==> src/rtl/branch_pc_unit_pkg.sv <==
// ------------------------------------------------------------------
// branch_pc_unit_pkg: shared opcodes, widths and state encoding.
// Revision: 1.0
// ------------------------------------------------------------------
`default_nettype none

package branch_pc_unit_pkg;

  localparam int PC_W  = 32;
  localparam int IMM_W = 16;

  localparam logic [5:0] OP_BEQ = 6'b000100;
  localparam logic [5:0] OP_BNE = 6'b000101;
  localparam logic [5:0] OP_J   = 6'b000010;

  typedef enum logic [0:0] {
    ST_RUN   = 1'b0,
    ST_DRAIN = 1'b1
  } state_e;

  function automatic logic is_cond_branch(input logic [5:0] op);
    return (op == OP_BEQ) || (op == OP_BNE);
  endfunction

endpackage

`default_nettype wire

==> src/rtl/branch_pc_unit_branch_target_calc.sv <==
// ------------------------------------------------------------------
// branch_target_calc: branch (PC-relative) and jump (region) targets.
// Revision: 1.0
// ------------------------------------------------------------------
`default_nettype none

module branch_target_calc
  import branch_pc_unit_pkg::*;
(
  input  logic [PC_W-1:0]  ex_pc_plus4,
  input  logic [IMM_W-1:0] immediate,
  input  logic [PC_W-1:0]  id_pc_plus4,
  input  logic [25:0]      jump_index,
  output logic [PC_W-1:0]  br_target,
  output logic [PC_W-1:0]  jmp_target
);

  logic [PC_W-1:0] br_offset;
  logic            unused_id_low;

  // Word offset: sign-extend then scale by 4; the add wraps silently.
  assign br_offset  = {{(PC_W-IMM_W-2){immediate[IMM_W-1]}}, immediate, 2'b00};
  assign br_target  = ex_pc_plus4 + br_offset;
  assign jmp_target = {id_pc_plus4[31:28], jump_index, 2'b00};

  assign unused_id_low = ^id_pc_plus4[27:0];

endmodule

`default_nettype wire

==> src/rtl/branch_pc_unit.sv <==
// ------------------------------------------------------------------
// branch_pc_unit: fetch PC register, next-PC select, flush and drain control.
// Revision: 1.0
// ------------------------------------------------------------------
`default_nettype none

module branch_pc_unit
  import branch_pc_unit_pkg::*;
#(
  parameter logic [31:0] RESET_PC     = 32'h0000_0000,
  parameter int unsigned FLUSH_CYCLES = 2
) (
  input  logic              clk,
  input  logic              rst,
  input  logic              stall,
  input  logic [5:0]        opcode_ex,
  input  logic              sig_branch,
  input  logic [PC_W-1:0]   ex_pc_plus4,
  input  logic [IMM_W-1:0]  immediate_ex,
  input  logic              jump_id,
  input  logic [25:0]       jump_index,
  input  logic [PC_W-1:0]   id_pc_plus4,
  output logic [PC_W-1:0]   pc,
  output logic [PC_W-1:0]   pc_plus4,
  output logic              flush_if_id,
  output logic              flush_id_ex,
  output logic              branch_taken,
  output logic [15:0]       taken_count
);

  localparam logic [2:0] DRAIN_INIT = 3'(FLUSH_CYCLES - 1);

  logic [PC_W-1:0] pc_q, pc_d;
  state_e          state_q, state_d;
  logic [2:0]      drain_cnt_q, drain_cnt_d;
  logic            flush_if_id_q, flush_if_id_d;
  logic            flush_id_ex_q, flush_id_ex_d;
  logic            branch_taken_q, branch_taken_d;
  logic [15:0]     taken_count_q, taken_count_d;

  logic            br_valid;
  logic            jmp_valid;
  logic [PC_W-1:0] br_target;
  logic [PC_W-1:0] jmp_target;

  branch_target_calc u_target_calc (
    .ex_pc_plus4 (ex_pc_plus4),
    .immediate   (immediate_ex),
    .id_pc_plus4 (id_pc_plus4),
    .jump_index  (jump_index),
    .br_target   (br_target),
    .jmp_target  (jmp_target)
  );

  // Opcode gate comes first so an unknown sig_branch on a non-branch stays out of pc.
  assign br_valid  = is_cond_branch(opcode_ex) && sig_branch && (state_q == ST_RUN);
  assign jmp_valid = jump_id && (state_q == ST_RUN) && !br_valid;

  assign pc_plus4  = pc_q + 32'd4;

  always_comb begin
    pc_d           = pc_q;
    state_d        = state_q;
    drain_cnt_d    = drain_cnt_q;
    taken_count_d  = taken_count_q;
    flush_if_id_d  = br_valid | jmp_valid;
    flush_id_ex_d  = br_valid;
    branch_taken_d = br_valid;

    if (br_valid) begin
      pc_d = br_target;
    end else if (jmp_valid && !stall) begin
      pc_d = jmp_target;
    end else if (!stall) begin
      pc_d = pc_plus4;
    end

    if (br_valid) begin
      state_d     = ST_DRAIN;
      drain_cnt_d = DRAIN_INIT;
      if (taken_count_q != 16'hFFFF) begin
        taken_count_d = taken_count_q + 16'd1;
      end
    end else if (state_q == ST_DRAIN && !stall) begin
      if (drain_cnt_q == 3'd0) begin
        state_d = ST_RUN;
      end else begin
        drain_cnt_d = drain_cnt_q - 3'd1;
      end
    end
  end

  always_ff @(posedge clk or posedge rst) begin
    if (rst) begin
      pc_q           <= RESET_PC;
      state_q        <= ST_RUN;
      drain_cnt_q    <= 3'd0;
      flush_if_id_q  <= 1'b0;
      flush_id_ex_q  <= 1'b0;
      branch_taken_q <= 1'b0;
      taken_count_q  <= 16'd0;
    end else begin
      pc_q           <= pc_d;
      state_q        <= state_d;
      drain_cnt_q    <= drain_cnt_d;
      flush_if_id_q  <= flush_if_id_d;
      flush_id_ex_q  <= flush_id_ex_d;
      branch_taken_q <= branch_taken_d;
      taken_count_q  <= taken_count_d;
    end
  end

  assign pc           = pc_q;
  assign flush_if_id  = flush_if_id_q;
  assign flush_id_ex  = flush_id_ex_q;
  assign branch_taken = branch_taken_q;
  assign taken_count  = taken_count_q;

endmodule

`default_nettype wire

==> config.mk <==
export PLATFORM = sky130hd
export DESIGN_NAME = branch_pc_unit
export DESIGN_NICKNAME = d
export VERILOG_FILES = /design/src/rtl/branch_pc_unit_pkg.sv /design/src/rtl/branch_pc_unit_branch_target_calc.sv /design/src/rtl/branch_pc_unit.sv
export SDC_FILE = /design/constraint.sdc
export NUM_CORES = 1
export LEC_CHECK = 0
export CORE_MARGIN = 3
export CORE_UTILIZATION = 46
export CTS_CLUSTER_SIZE = 30
export DETAILED_ROUTE_END_ITERATION = 6
export GPL_ROUTABILITY_DRIVEN = 0
export PLACE_DENSITY = 0.9
export SLEW_MARGIN = 20
export SYNTH_ARGS = -nofsm -noshare
export SYNTH_HDL_FRONTEND = slang
export SYNTH_SLANG_ARGS = --single-unit
==> constraint.sdc <==
create_clock -name clk -period 5.3 [get_ports clk]
set_input_delay 1.325 -clock clk [delete_from_list [all_inputs] [get_ports clk]]
set_output_delay 1.325 -clock clk [all_outputs]
set_load 0.02 [all_outputs]
==> results, run 1 <==
- Measured against its own limit, the worst slew margin works out to 0.2764.
- The detailed-route wire length is 15410 um.
- Pin placement for this block handled 200 I/O pins.
- The flow ran to the end, and the final reports show no timing, DRC or antenna violations.
- The post-layout minimum cycle time is 4.656 ns.
- The number of nets with antenna violations after detailed routing is 0.
- Across the VDD grid, the largest voltage drop is 0.1426 mV.
- The initial antenna violation count is 0.
- In the synthesized netlist the async set-or-reset flop fraction comes to 1.000.
- The core region is about 10000 um2.
- The slew at the pin closest to its max-slew limit is 1.085 ns.
- Max-cap violations in this run came to 0.
- The number of nets in the synthesized netlist is 747.
- The layout net count is 897.
- The cell at the root of the clock tree is clkbuf_8.
- The final hold violation count is 0.
- The share of the synthesized area in the top cell type is 0.2779.
- Port buffering added 170 buffers.
- The first-pass iteration count of the detailed router is 4.
- The total overflow left after global routing is 0.
- The die is 108.8 um tall.
- The post-CTS clock slew at the launch and capture registers of the worst setup and hold paths is ~0.11 ns.
- Setup repair after global routing left no endpoint under its margin.
- The worst setup path is launched from a flop.
- The number of distinct library cells after synthesis is 61.
- 0 antenna diodes ended up in the layout.
- For this run, the top clock speed supported by timing is ~210 MHz.
- In the post-synthesis netlist, the biggest area contributors are dfrtp_1, xnor2_1, ha_1, a21oi_1, nor2_1.
- The via count of the first global-routing pass is 5090.
- The clock tree skew after final layout is 0.01236 ns.
- The number of resized instances in the post-cts repair step is 0.
- The count of yosys warnings during synthesis is 0.
- The total routing resource utilization after global routing is 0.2571.
- The number of remaining DRC errors is 0.
- The power density over cell area is 264.5 nW/um2.
- The most common cell after layout, fill and taps aside is clkdlybuf4s50_1.
- The instance count after placement with tap cells included is 872.
- The final cell count without fillers is 880.
- Dividing the detail-routed wire length by the instance count gives 17.51 um.
- Dividing the final minimum period by the clock period gives 0.8785.
- The synthesized design contains 0 enable-type register cells.
- Clock tree synthesis inserted a total of 5 buffers.
- Detailed placement finished with a half-perimeter wire length of 11770 um.
- The largest total area in the synthesized netlist belongs to dfrtp_1.
- In the final layout, the share of cells above drive strength 1 is 0.03614.
- The chip width is 108.8 um.
- The buffers inserted during post-CTS setup optimization is 0.
- The floorplan has 36 rows.
- For the final routed database, the setup TNS stands at 0 ns.
- The H-tree depth is 2.
- The number of vias in the routed layout is 5166.
- The end point of the critical path is pc_plus4[21].
- The initial cell density of the core is 0.4841.
- TritonCTS built the clock tree.
- The sink count of the clock tree is 54.
- Leaving out fill and tap cells, the most frequent cells in the layout are clkdlybuf4s50_1, nor2_1, dfrtp_1, a21oi_1.
- The pin count of the biggest net entering global routing is 64.
- Counting flops and latches in the post-synthesis netlist gives 54.
- The floorplan step defined a die boundary enclosing 11840 um2.
- Of the synthesized area, sequential elements account for 0.2779.
- In this run the mean area of a mapped cell was slightly above 8 um2.
- The worst setup path is captured at an output port.
- The most used flip-flop cell after synthesis is dfrtp_1.
- The startpoint of the worst setup timing path is pc[4].
- The min-delay analysis places its worst path in the category reg2reg.
- The launch instance of the worst register-to-register path is pc[4].
- The max-slew violation count was 0.
- Setup violations remaining at the end of the flow were counted as 0.
- The number of instances in the synthesized netlist is 596.
- For the worst flop-to-flop path, the logic depth is 7.
- The clock tree buffer depth is 2.
- The starting DRC count in detailed routing is 294.
- The clock insertion delay at the later pin of the skew report is 0.31 ns.
- For flop-to-flop paths, the worst setup slack is 2.57 ns.
- The endpoint identified for the worst register-to-register timing path is pc[21].
- From synthesis to final layout, the design area changed by 38.24%.
- The worst setup path is of the reg2out kind.
- Data arrives at the worst endpoint at approximately 3.3 ns.
- The wire length of the first global-routing pass is 24700 um.
- The cell area that synthesis handed to floorplanning was 4862 um2.
- In this run, post-CTS hold repair placed 0 buffers.
- The endpoint required time on the critical path is about 4.0 ns.
- The largest fanout of any net on the critical path is 8.
- For this design the static power due to leakage is approximately 2.8 nW.
- In the routed layout, each cell is associated on average with a via count of 5.870.
==> where the power goes <==
part | internal (mW) | total, mW | leakage [nW] | switching (mW)
clock | 0.0959 | 0.246 | 0.0447 | 0.150
sequential | 0.482 | 0.598 | 0.675 | 0.117
combinational | 0.453 | 0.934 | 2.05 | 0.480
total | 1.03 | 1.78 | 2.77 | 0.747
==> per-layer routing <==
layer  part of all wire  vias to the layer above  global-route usage
met5                  0                        -                   0
met4              0.025                        0             0.08296
met3              0.068                       30             0.03434
met2               0.49                      230              0.4479
met1               0.42                     2432              0.3290
li1                   -                     2474                   -
==> how the worst min path moves through the flow <==
stage,start,endpoint,slack (ns),cells after the start
after floorplan,drain_cnt_q[0],drain_cnt_q[0],0.49,2
after global placement,taken_count[11],taken_count[11],0.48,1
after detailed placement,taken_count[9],taken_count[9],0.49,1
after CTS,taken_count[9],taken_count[9],0.51,1
after global routing,taken_count[7],taken_count[7],0.53,1
final,taken_count[9],taken_count[9],0.50,1
==> metrics by stage <==
step | hold slack (ns) | power [mW] | utilization | cell area [um2] | worst slack, ns
finish | 0.5039 | 1.778 | 0.6692 | 6721 | 0.6442
global route | 0.5348 | 1.884 | 0.6692 | 6721 | 0.4237
CTS | 0.5084 | 1.779 | 0.6689 | 6719 | 0.6330
detailed placement | 0.4895 | 1.530 | 0.6596 | 6625 | 0.8226
global placement | 0.4755 | 1.498 | 0.6593 | 6623 | 0.7910
floorplan | 0.4880 | 1.114 | - | 4862 | 1.644
==> cell type report <==
type                            count  area (um2)
Multi-Input combinational cell    500        3337
Clock inverter                      3       25.02
Clock buffer                        5       68.82
Tap cell                          133       166.4
Sequential cell                    54        1351
Inverter                           11       43.79
Fill cell                         785        3323
Timing Repair Buffer              174        1729
==> kinds of logic (layout without fill, tap and decap cells) <==
logic type | after synthesis | count (layout) | synth area share
mux | 8 | 8 | 0.01698
compound gates | 181 | 181 | 0.2429
buf+inv | 42 | 193 | 0.03577
flops | 54 | 54 | 0.2779
xor+xnor | 70 | 70 | 0.1261
fa+ha+maj | 34 | 34 | 0.08904
simple gates | 207 | 207 | 0.2113
==> synthesized netlist by cell type, types with 6 or more instances <==
cell and instances:
nor2_1 61, dfrtp_1 54, a21oi_1 52, nand2_1 49, xnor2_1 49, ha_1 33
o21ai_0 29, nand3_1 26, a21o_1 21, xor2_1 21, clkbuf_1 20, a31oi_1 16
nor3_1 13, nand4_1 11, inv_1 10, o221ai_1 9, and3_1 8, nand2b_1 7
a211oi_1 6, a21boi_0 6, mux2i_1 6, o211ai_1 6
==> flip-flops by register name, summed over array words and instances, names as in the netlist <==
signal and flops:
pc 32, branch_taken 1, flush_if_id 1, taken_count 16
state_q 1, drain_cnt_q 3
==> critical path, cell delays in order, from the launching register on <==
cell	delay, ns
dfrtp_1	0.50
nand4_1	0.32
or2_2	0.42
nor3_1	0.67
nand3_1	0.29
xnor2_1	0.20
clkdlybuf4s50_1	0.62
Power figures use the tool's default switching activity.
==> inputs of run 2 (changes only) <==
--- a/config.mk
+++ b/config.mk
@@ -5,9 +5,9 @@
 export SDC_FILE = /design/constraint.sdc
 export NUM_CORES = 1
 export LEC_CHECK = 0
-export CORE_MARGIN = 3
+export CORE_ASPECT_RATIO = 0.8
+export CORE_MARGIN = 2
 export CORE_UTILIZATION = 46
-export CTS_CLUSTER_SIZE = 30
 export DETAILED_ROUTE_END_ITERATION = 6
 export GPL_ROUTABILITY_DRIVEN = 0
 export PLACE_DENSITY = 0.9
==> run 2 against run 1 <==
Net effect:
- clock power rose by 41%
- critical path depth rose by 4
- global-route usage rose by 1.1 points
- combinational power barely moved
- first-iteration DRC count rose by 57%
- count of clock-buffer cells in the layout did not move
- sequential share of layout area fell by 0.25 points
- design area rose by 1.3%
- setup slack improved by 0.17 ns
- sequential power barely moved
==> results, run 2 (same netlist as run 1, synthesis figures left out) <==
- The detailed-route wire length per cell is 17.57 um (was 17.51 um).
- The startpoint of the tightest hold check path is taken_count[9] (unchanged).
- The post-CTS clock slew at the launch and capture registers of the worst setup and hold paths is 0.08 ns (was 0.11 ns).
- The final critical-path share of the clock period is 0.8464 (was 0.8785).
- The number of vias in the routed layout is 5323 (was 5166).
- The number of stages on the worst setup path is 10 (was 6).
- The via density per instance came to 5.981 (was 5.870).
- The number of cells on the worst reg-to-reg path is 8 (was 7).
- The detailed-route wire length was 15640 um (was 15410 um).
- RSZ-0062 raised after global routing: false (unchanged).
- The buffers inserted during post-CTS setup optimization is 0 (unchanged).
- The critical path arrival is 4.66 ns (was 3.33 ns).
- The overflow left after global routing is 0 (unchanged).
- The cell that appears most often on the critical path is a21o_1.
- The largest fanout of any net on the critical path is 15 (was 8).
- The slew at the pin closest to its max-slew limit is 1.032 ns (was 1.085 ns).
- The number of remaining DRC errors is 0 (unchanged).
- The clock tree from TritonCTS is done (unchanged).
- The class of the tightest hold or removal check was reg2reg (unchanged).
- Result of the run: finished clean (unchanged).
- The slowest cell on the critical path was a2111oi_0 (was nor3_1).
- The leakage power of the design is 2.818 nW (was 2.772 nW).
- The initial cell density of the core is 0.4729 (was 0.4841).
- The sink count of the clock tree is 54 (unchanged).
- The chip width is 118.9 um (was 108.8 um).
- The critical setup path kind is in2reg (was reg2out).
- The clock tree skew after final layout was 0.007165 ns (was 0.01236 ns).
- The boundary pin count was 200 (unchanged).
- The worst max-slew margin expressed relative to the limit came to 0.3118 (was 0.2764).
- The area growth from synthesis to layout is 40.02% (was 38.24%).
- The critical register-to-register path endpoint is pc[27] (was pc[21]).
- The total routing resource utilization after global routing is 0.2680 (was 0.2571).
- The H-tree depth is 2 (unchanged).
- The HPWL after detailed placement is 11780 um (was 11770 um).
- The smallest setup slack after layout was 0.8139 ns (was 0.6442 ns).
- The clock insertion delay at the later pin of the skew report is 0.30 ns (was 0.31 ns).
- The type of destination of the critical path is a flop (was output port).
- The starting DRC count in detailed routing is 463 (was 294).
- The kind of cell with the highest combined delay on the critical path is compound AO/OA/AOI/OAI gates (was simple AND/OR/NAND/NOR gates).
- The total clock buffers created by CTS was 5 (unchanged).
- The post-layout minimum cycle time was 4.486 ns (was 4.656 ns).
- The clock tree buffer depth is 2 (unchanged).
- The startpoint of the worst setup timing path is immediate_ex[15] (was pc[4]).
- The layout net count is 900 (was 897).
- The number of flip-flops under the largest register name was 32 (unchanged).
- The diode insertion count for antenna repair came to 0 (unchanged).
- The max capacitance violation total was 0 (unchanged).
- The type of element launching the critical path is a primary input (was flop).
- The final setup TNS came to 0 ns (unchanged).
- The flop-to-flop setup slack is 2.67 ns (was 2.57 ns).
- The die outline height is 95.96 um (was 108.8 um).
- The via count of the first global-routing pass is 5098 (was 5090).
- The end point of the critical path is pc[28] (was pc_plus4[21]).
- The count of input and output buffers was 170 (unchanged).
- The most common cell after layout, fill and taps aside is clkdlybuf4s50_1 (unchanged).
- The number of cells on the worst hold path is 1 (unchanged).
- The buffering stage count on the worst path with inverters included came to 1 (unchanged).
- The max-slew violation count is 0 (unchanged).
- The setup-violating endpoint count in the final report was 0 (unchanged).
- Top library cells by usage in the layout, fill and taps aside: clkdlybuf4s50_1, nor2_1, dfrtp_1, a21oi_1 (unchanged).
- The summed area of non-filler cells in the final layout came to 6808 um2 (was 6721 um2).
- The power density over cell area is 276.3 nW/um2 (was 264.5 nW/um2).
- The placement-stage worst setup slack is 0.7641 ns (was 0.8226 ns).
- The total of hold buffers inserted after clock tree synthesis is 0 (unchanged).
- The fraction of final layout cells with drive strength greater than 1 is 0.04000 (was 0.03614).
- The number of core rows is 33 (was 36).
- The number of resized instances in the post-cts repair step is 0 (unchanged).
- The initial antenna violation count is 0 (unchanged).
- The placed standard-cell area came to 6654 um2 (was 6625 um2).
- The first-pass iteration count of the detailed router is 5 (was 4).
- The longest individual stage delay on the worst path is 0.83 ns (was 0.67 ns).
- The core area was 10280 um2 (was 10040 um2).
- The maximum clock frequency is 222.9 MHz (was 214.8 MHz).
- The final hold violation count is 0 (unchanged).
- The endpoint required time on the critical path is 5.48 ns (was 3.97 ns).
- The wire length of the first global-routing pass was 24950 um (was 24700 um).
- The full die area is 11410 um2 (was 11840 um2).
- The launch instance of the worst register-to-register path is pc[10] (was pc[4]).
- The worst ir drop on vdd is 0.1372 mV (was 0.1426 mV).
- The cell at the root of the clock tree is clkbuf_16 (was clkbuf_8).
- The number of nets with antenna violations after detailed routing is 0 (unchanged).
- The pin count of the biggest net entering global routing is 63 (was 64).
- Ordered list of cells on the worst path: clkdlybuf4s50_1 > ha_1 > a21o_1 > o21bai_1 > a21o_1 > a21oi_1 > nor2b_1 > a2111oi_0 > mux2i_1 > a21oi_2 (was nand4_1 > or2_2 > nor3_1 > nand3_1 > xnor2_1 > clkdlybuf4s50_1).
==> run 2: cell count changes in the layout (fill, tap and decap cells not counted), sizes merged <==
cell,change
buf,+3
clkinv,+1
clkinvlp,-1
==> run 2: routing by layer <==
| metal | routed length, um | global-route usage | vias up |
|---|---|---|---|
| met5 | 0 | 0 | - |
| met4 | 303 | 0.08135 | 0 |
| met3 | 1159 | 0.04384 | 33 |
| met2 | 7356 | 0.4612 | 261 |
| met1 | 6819 | 0.3499 | 2540 |
| li1 | - | - | 2489 |
==> run 2: layout make-up <==
cell class / count / area (um2)
Fill cell: 817 / 3473
Multi-Input combinational cell: 500 / 3337
Timing Repair Buffer: 177 / 1749
Sequential cell: 54 / 1351
Tap cell: 140 / 175.2
Clock buffer: 5 / 125.1
Inverter: 11 / 41.29
Clock inverter: 3 / 28.78
==> run 2: power by group <==
part | internal, mW | switching (mW) | leakage [nW]
combinational | 0.455 | 0.481 | 2.07
sequential | 0.482 | 0.115 | 0.675
clock | 0.181 | 0.168 | 0.0759
==> run 2: per-stage QoR <==
step / total power [mW] / util / cells / hold slack, ns
6_report: 1.881 / 0.6622 / 890 / 0.4969
5_1_grt: 1.986 / 0.6622 / 890 / 0.5090
4_1_cts: 1.880 / 0.6622 / 890 / 0.4968
3_5_place_dp: 1.528 / 0.6472 / 882 / 0.4825
3_3_place_gp: 1.497 / 0.6472 / 882 / 0.4761
2_1_floorplan: 1.114 / - / 596 / 0.4880
==> run 2: how the worst min path moves through the flow <==
stage          slack (ns)             end
5_1_grt              0.51  taken_count[9]
3_5_place_dp         0.48  taken_count[9]
6_report             0.50  taken_count[9]
4_1_cts              0.50  taken_count[9]
3_3_place_gp         0.48  taken_count[9]
2_1_floorplan        0.49  drain_cnt_q[0]
